`config.mk`:
```
export PLATFORM = sky130hd
export DESIGN_NAME = uart_rx_byte
export DESIGN_NICKNAME = d
export VERILOG_FILES = /design/src/rtl/uart_rx_byte.sv
export SDC_FILE = /design/constraint.sdc
export NUM_CORES = 1
export LEC_CHECK = 0
export ABC_AREA = 0
export BUFFER_PORTS_ARGS = -buffer_cell sky130_fd_sc_hd__buf_2
export CAP_MARGIN = 10
export CORE_UTILIZATION = 50
export DETAILED_ROUTE_END_ITERATION = 16
export MAX_ROUTING_LAYER = met4
export PLACE_DENSITY = 0.79
export SYNTH_ARGS = -nofsm -noshare
export SYNTH_HDL_FRONTEND = slang
export SYNTH_SLANG_ARGS = --single-unit
```
`constraint.sdc`:
```
create_clock -name sys_clk -period 2.5 [get_ports sys_clk]
set_input_delay 0.25 -clock sys_clk [delete_from_list [all_inputs] [get_ports sys_clk]]
set_output_delay 0.25 -clock sys_clk [all_outputs]
set_load 0.02 [all_outputs]
```
`src/rtl/uart_rx_byte.sv`:
```
`default_nettype none
// ============================================================================
// Module      : uart_rx_byte
// Description : 8N1 UART receiver. Synchronises the serial line, samples each
//               bit at its centre and hands complete bytes to the LED driver
//               over a valid/ready handshake. Flags stop-bit errors and
//               bytes dropped because the previous one was still held.
// Revision    : 1.0 - initial release
// ============================================================================
module uart_rx_byte #(
    parameter int CLK_FREQ = 27_000_000,
    parameter int BAUD     = 115200
) (
    input  logic       sys_clk,
    input  logic       sys_rst,
    input  logic       uart_rx,
    output logic [7:0] rx_data,
    output logic       rx_valid,
    input  logic       rx_ready,
    output logic       rx_frame_err,
    output logic       rx_overrun,
    output logic       rx_busy
);

    // Clocks per bit and clocks to the middle of the start bit
    localparam int              c_N    = CLK_FREQ / BAUD;
    localparam int              c_H    = c_N / 2;
    localparam int              c_TW   = $clog2(c_N);
    localparam logic [c_TW-1:0] c_N_M1 = c_TW'(c_N - 1);
    localparam logic [c_TW-1:0] c_H_M1 = c_TW'(c_H - 1);
    localparam logic [c_TW-1:0] c_ONE  = c_TW'(1);

    typedef enum logic [2:0] {
        S_IDLE      = 3'd0,
        S_START     = 3'd1,
        S_DATA      = 3'd2,
        S_STOP      = 3'd3,
        S_WAIT_HIGH = 3'd4
    } state_t;

    state_t          r_state;
    logic [c_TW-1:0] r_timer;
    logic [2:0]      r_idx;
    logic [7:0]      r_shift;
    logic            r_sync1;
    logic            r_sync2;
    logic [7:0]      r_data;
    logic            r_valid;
    logic            r_frame_err;
    logic            r_overrun;
    logic            r_busy;
    logic            w_rxs;

    assign w_rxs        = r_sync2;
    assign rx_data      = r_data;
    assign rx_valid     = r_valid;
    assign rx_frame_err = r_frame_err;
    assign rx_overrun   = r_overrun;
    assign rx_busy      = r_busy;

    // Two-flop synchroniser; resets to the idle (high) line level
    always_ff @(posedge sys_clk or posedge sys_rst) begin
        if (sys_rst) begin
            r_sync1 <= 1'b1;
            r_sync2 <= 1'b1;
        end else begin
            r_sync1 <= uart_rx;
            r_sync2 <= r_sync1;
        end
    end

    // Receive FSM together with the output handshake and status pulses
    always_ff @(posedge sys_clk or posedge sys_rst) begin
        if (sys_rst) begin
            r_state     <= S_IDLE;
            r_timer     <= '0;
            r_idx       <= 3'd0;
            r_shift     <= 8'h00;
            r_data      <= 8'h00;
            r_valid     <= 1'b0;
            r_frame_err <= 1'b0;
            r_overrun   <= 1'b0;
            r_busy      <= 1'b0;
        end else begin
            r_frame_err <= 1'b0;
            r_overrun   <= 1'b0;

            // Consumer takes the held byte; a completion below may reload it
            if (r_valid && rx_ready) begin
                r_valid <= 1'b0;
            end

            case (r_state)
                S_IDLE: begin
                    if (!w_rxs) begin
                        r_state <= S_START;
                        r_timer <= '0;
                        r_busy  <= 1'b1;
                    end
                end

                S_START: begin
                    if (r_timer == c_H_M1) begin
                        r_timer <= '0;
                        if (w_rxs) begin
                            // Line went back high before mid start bit: glitch
                            r_state <= S_IDLE;
                            r_busy  <= 1'b0;
                        end else begin
                            r_state <= S_DATA;
                            r_idx   <= 3'd0;
                        end
                    end else begin
                        r_timer <= r_timer + c_ONE;
                    end
                end

                S_DATA: begin
                    if (r_timer == c_N_M1) begin
                        r_timer        <= '0;
                        r_shift[r_idx] <= w_rxs;
                        if (r_idx == 3'd7) begin
                            r_state <= S_STOP;
                            r_idx   <= 3'd0;
                        end else begin
                            r_idx <= r_idx + 3'd1;
                        end
                    end else begin
                        r_timer <= r_timer + c_ONE;
                    end
                end

                S_STOP: begin
                    if (r_timer == c_N_M1) begin
                        r_timer <= '0;
                        if (w_rxs) begin
                            r_state <= S_IDLE;
                            r_busy  <= 1'b0;
                            if (!r_valid || rx_ready) begin
                                r_data  <= r_shift;
                                r_valid <= 1'b1;
                            end else begin
                                // Previous byte still unclaimed: drop the new one
                                r_overrun <= 1'b1;
                            end
                        end else begin
                            r_frame_err <= 1'b1;
                            r_state     <= S_WAIT_HIGH;
                        end
                    end else begin
                        r_timer <= r_timer + c_ONE;
                    end
                end

                S_WAIT_HIGH: begin
                    // A held-low line (break) must not be taken as a new start
                    if (w_rxs) begin
                        r_state <= S_IDLE;
                        r_busy  <= 1'b0;
                    end
                end

                default: begin
                    r_state <= S_IDLE;
                    r_busy  <= 1'b0;
                end
            endcase
        end
    end

endmodule
`default_nettype wire

```
==> flow_summary.json <==
{
  "holdWs_ns": 0.195,
  "cp_top_family": "simple AND/OR/NAND/NOR gates",
  "synth-simple-area-share_pct": 19.2,
  "synth_fp_nets": 176,
  "outcome": "completed",
  "p_leak_nw": 0.944,
  "fin_setup_tns_ns": 0,
  "async_flop_share_pct": 100,
  "cpPeakStageDelay_ns": 0.64,
  "crit_end": "rx_data[7]",
  "die_y_microns": 62.4,
  "crit_path_start": "r_state[1]",
  "viasPerCell": 5.95,
  "seq_area_sq_um": 903,
  "synth_ff_type": "dfrtp_1",
  "syn_area_sq_mm": 0.00183,
  "multi_input_area_sq_um": 866,
  "slew_viol_final": 0,
  "drtIter0Drc": 115,
  "ys.warnings.count": 0,
  "gp_congestion": 0.784,
  "tightest_slew_ns": 0.577,
  "critPathRequiredTime_ns": 2.74,
  "crit_chain": "nand2b_1 > or2_1 > nor4b_4 > mux2_2",
  "syn_to_final_growth_pct": 10.7,
  "ctsResizeCount": 0,
  "clockBufferDepth": 2,
  "root_buffer": "clkbuf_4",
  "antenna_cells_inserted": 0,
  "synth_compound_area_share_pct": 14.5,
  "period_needed_ns": 2.16,
  "dp_hpwl_microns": 2530,
  "rsz0062_at_grt": "no",
  "nNetsFinal": 195,
  "vias": 1387,
  "synthMuxAreaShare_pct": 9.79,
  "max-slew-margin-rel_pct": 61.4,
  "start_util_pct": 53.5,
  "cts_buffers": 5,
  "n_fill_cell": 287,
  "numPortBuffers": 15,
  "die_w_microns": 62.4,
  "cts_tree": "yes",
  "numClockSinks": 36,
  "dr.pass1.iters": 4,
  "arrival_ns": 2.40,
  "path_clk_slew_ns": 0.11,
  "path_depth": 4,
  "endpoint_kind": "flop",
  "ys_seq_area_share_pct": 49.5,
  "cp_max_fo": 14,
  "ff2ff_path_depth": 4,
  "ioPinCount": 16,
  "antenna_found_initial": 0,
  "grt_first_pass_wirelength_microns": 6310,
  "drc": 0,
  "yosys.cell_types.count": 46,
  "grt_pass1_vias": 1344,
  "setup_violations": 0,
  "post-route-period-util_pct": 86.3,
  "critPathKind": "reg2reg",
  "hp-class": "in2reg",
  "synth_fa_ha_area_share_pct": 3.42,
  "rr_startpoint": "r_state[1]",
  "grt_usage_pct": 21.6,
  "grt_start_max_net_pins": 37,
  "die_area_sq_mm": 0.00390,
  "htreeDepth": 2,
  "ant_nets": 0,
  "grt-ovfl-total": 0,
  "synthCells": 167,
  "start_kind": "flop",
  "synth_top_family_by_area": "simple AND/OR/NAND/NOR gates",
  "hold_viol": 0,
  "finalWirelength_microns": 3640,
  "wl_per_cell_microns": 15.6,
  "power.density_mw_per_mm2": 468,
  "ys_ff_latch": 36,
  "clk_latency_ns": 0.35,
  "layout-drive-gt1-share_pct": 24.1,
  "std_cell_rows": 21,
  "r2r-end": "rx_data[7]",
  "fin_worst_skew_ns": 0.00557,
  "avgSynthCellArea_sq_um": 10.9,
  "r2r_slack_ns": 0.34,
  "synth-edff-count": 0,
  "cp_slowest_cell": "dfrtp_1",
  "fmax_mhz": 464,
  "max_cap_viol_count": 0,
  "vdd_drop_max_v": 0.000296,
  "synth_xor_area_share_pct": 0.479,
  "critPathBufInv": 0,
  "core_sq_mm": 0.00342
}
## worst min-delay path, stage by stage
cell and delay [ns]:
buf_2 0.07, nand2b_1 0.14, nor2_1 0.06
## sequential cells by signal, indices dropped and copies added (netlist names)
name,count
r_idx,3
r_shift,8
r_state,3
r_sync1,1
r_sync2,1
r_timer,8
rx_busy,1
rx_data,8
rx_frame_err,1
rx_overrun,1
rx_valid,1
## how the worst min path moves through the flow
stage	startpoint	endpoint	cells past startpoint
2_1_floorplan	uart_rx	r_sync1	0
3_3_place_gp	r_sync1	r_sync2	0
3_5_place_dp	r_sync1	r_sync2	0
4_1_cts	rx_ready	rx_overrun	3
5_1_grt	rx_ready	rx_overrun	3
6_report	rx_ready	rx_overrun	3
## cell families after synthesis
logic type,Yosys count
flip-flops,36
AND/OR/NAND/NOR,59
AO/OA/AOI/OAI,36
buffers and inverters,14
multiplexers,16
adder cells (fa/ha/maj),5
XOR/XNOR,1
## metal layers
layer,vias up,wire length (microns),track usage [%]
met5,-,0,-
met4,0,57,9.01
met3,8,220,4.93
met2,55,1800,34.9
met1,678,1560,26.2
li1,646,-,-
## Yosys cell counts, types with 2 or more instances
cell type | number | area [sq um]
and3b_1 | 2 | 17.5
dfrtp_1 | 34 | 851
a22o_1 | 2 | 17.5
o22ai_1 | 2 | 12.5
nand3b_1 | 3 | 22.5
o211ai_1 | 5 | 37.5
nand2b_1 | 3 | 18.8
o21ai_0 | 8 | 40.0
o31ai_1 | 2 | 15.0
inv_1 | 8 | 30.0
mux2_2 | 15 | 169
or3_1 | 2 | 12.5
nor3b_1 | 4 | 30.0
a21oi_1 | 6 | 30.0
nand2_1 | 15 | 56.3
nand3_1 | 3 | 15.0
nor2_1 | 11 | 41.3
nor3_1 | 6 | 30.0
ha_1 | 5 | 62.6
clkbuf_1 | 4 | 15.0
dfstp_2 | 2 | 52.6
## layout by cell type, fill, tap and decap left out, types with 2 or more instances in the layout
master	n
or3_1	2
o22ai_1	2
nand3_1	3
inv_1	8
mux2_2	15
nor3b_1	4
dfrtp_1	34
dlygate4sd3_1	2
ha_1	5
a22o_1	2
nand3b_1	3
nand2_1	15
nand2b_1	3
a21oi_1	6
and3b_1	2
nor3_1	6
dfstp_2	2
o21ai_0	8
nor2_1	11
o211ai_1	5
buf_2	15
o31ai_1	2
clkbuf_4	5
## timing repair
action / CTS / global route
setup buffers: 0 / 0
hold buffers: 2 / 0
hold endpoints to repair: 35 / 0
## layout make-up
type                       count  area share (%)
timing repair buffer          18            5.07
multi-input combinational    117            42.8
clock inverter                 1           0.371
sequential                    36            44.7
inverter                       8            1.49
clock buffer                   7            2.72
tap                           46            2.85
## where the power goes
| group | internal [mW] | leakage [nW] | switching [mW] |
|---|---|---|---|
| Clock | 0.138 | 0.0315 | 0.200 |
| Combinational | 0.00584 | 0.436 | 0.0138 |
| Sequential | 0.585 | 0.476 | 0.00424 |
| Total | 0.729 | 0.944 | 0.218 |
## stage by stage
| stage | instances | worst slack [ns] | utilization, % | power (mW) | area [sq um] |
|---|---|---|---|---|---|
| 6_report | 233 | 0.343 | 59.2 | 0.947 | 2020 |
| 5_1_grt | 233 | 0.192 | 59.2 | 0.981 | 2020 |
| 4_1_cts | 233 | 0.347 | 59.2 | 0.958 | 2020 |
| 3_5_place_dp | 223 | 0.369 | 56.8 | 0.618 | 1940 |
| 3_3_place_gp | 223 | 0.467 | 56.8 | 0.617 | 1940 |
| 2_1_floorplan | 167 | 0.626 | - | 0.610 | 1830 |
No activity file was read; power rests on OpenSTA's default activity.
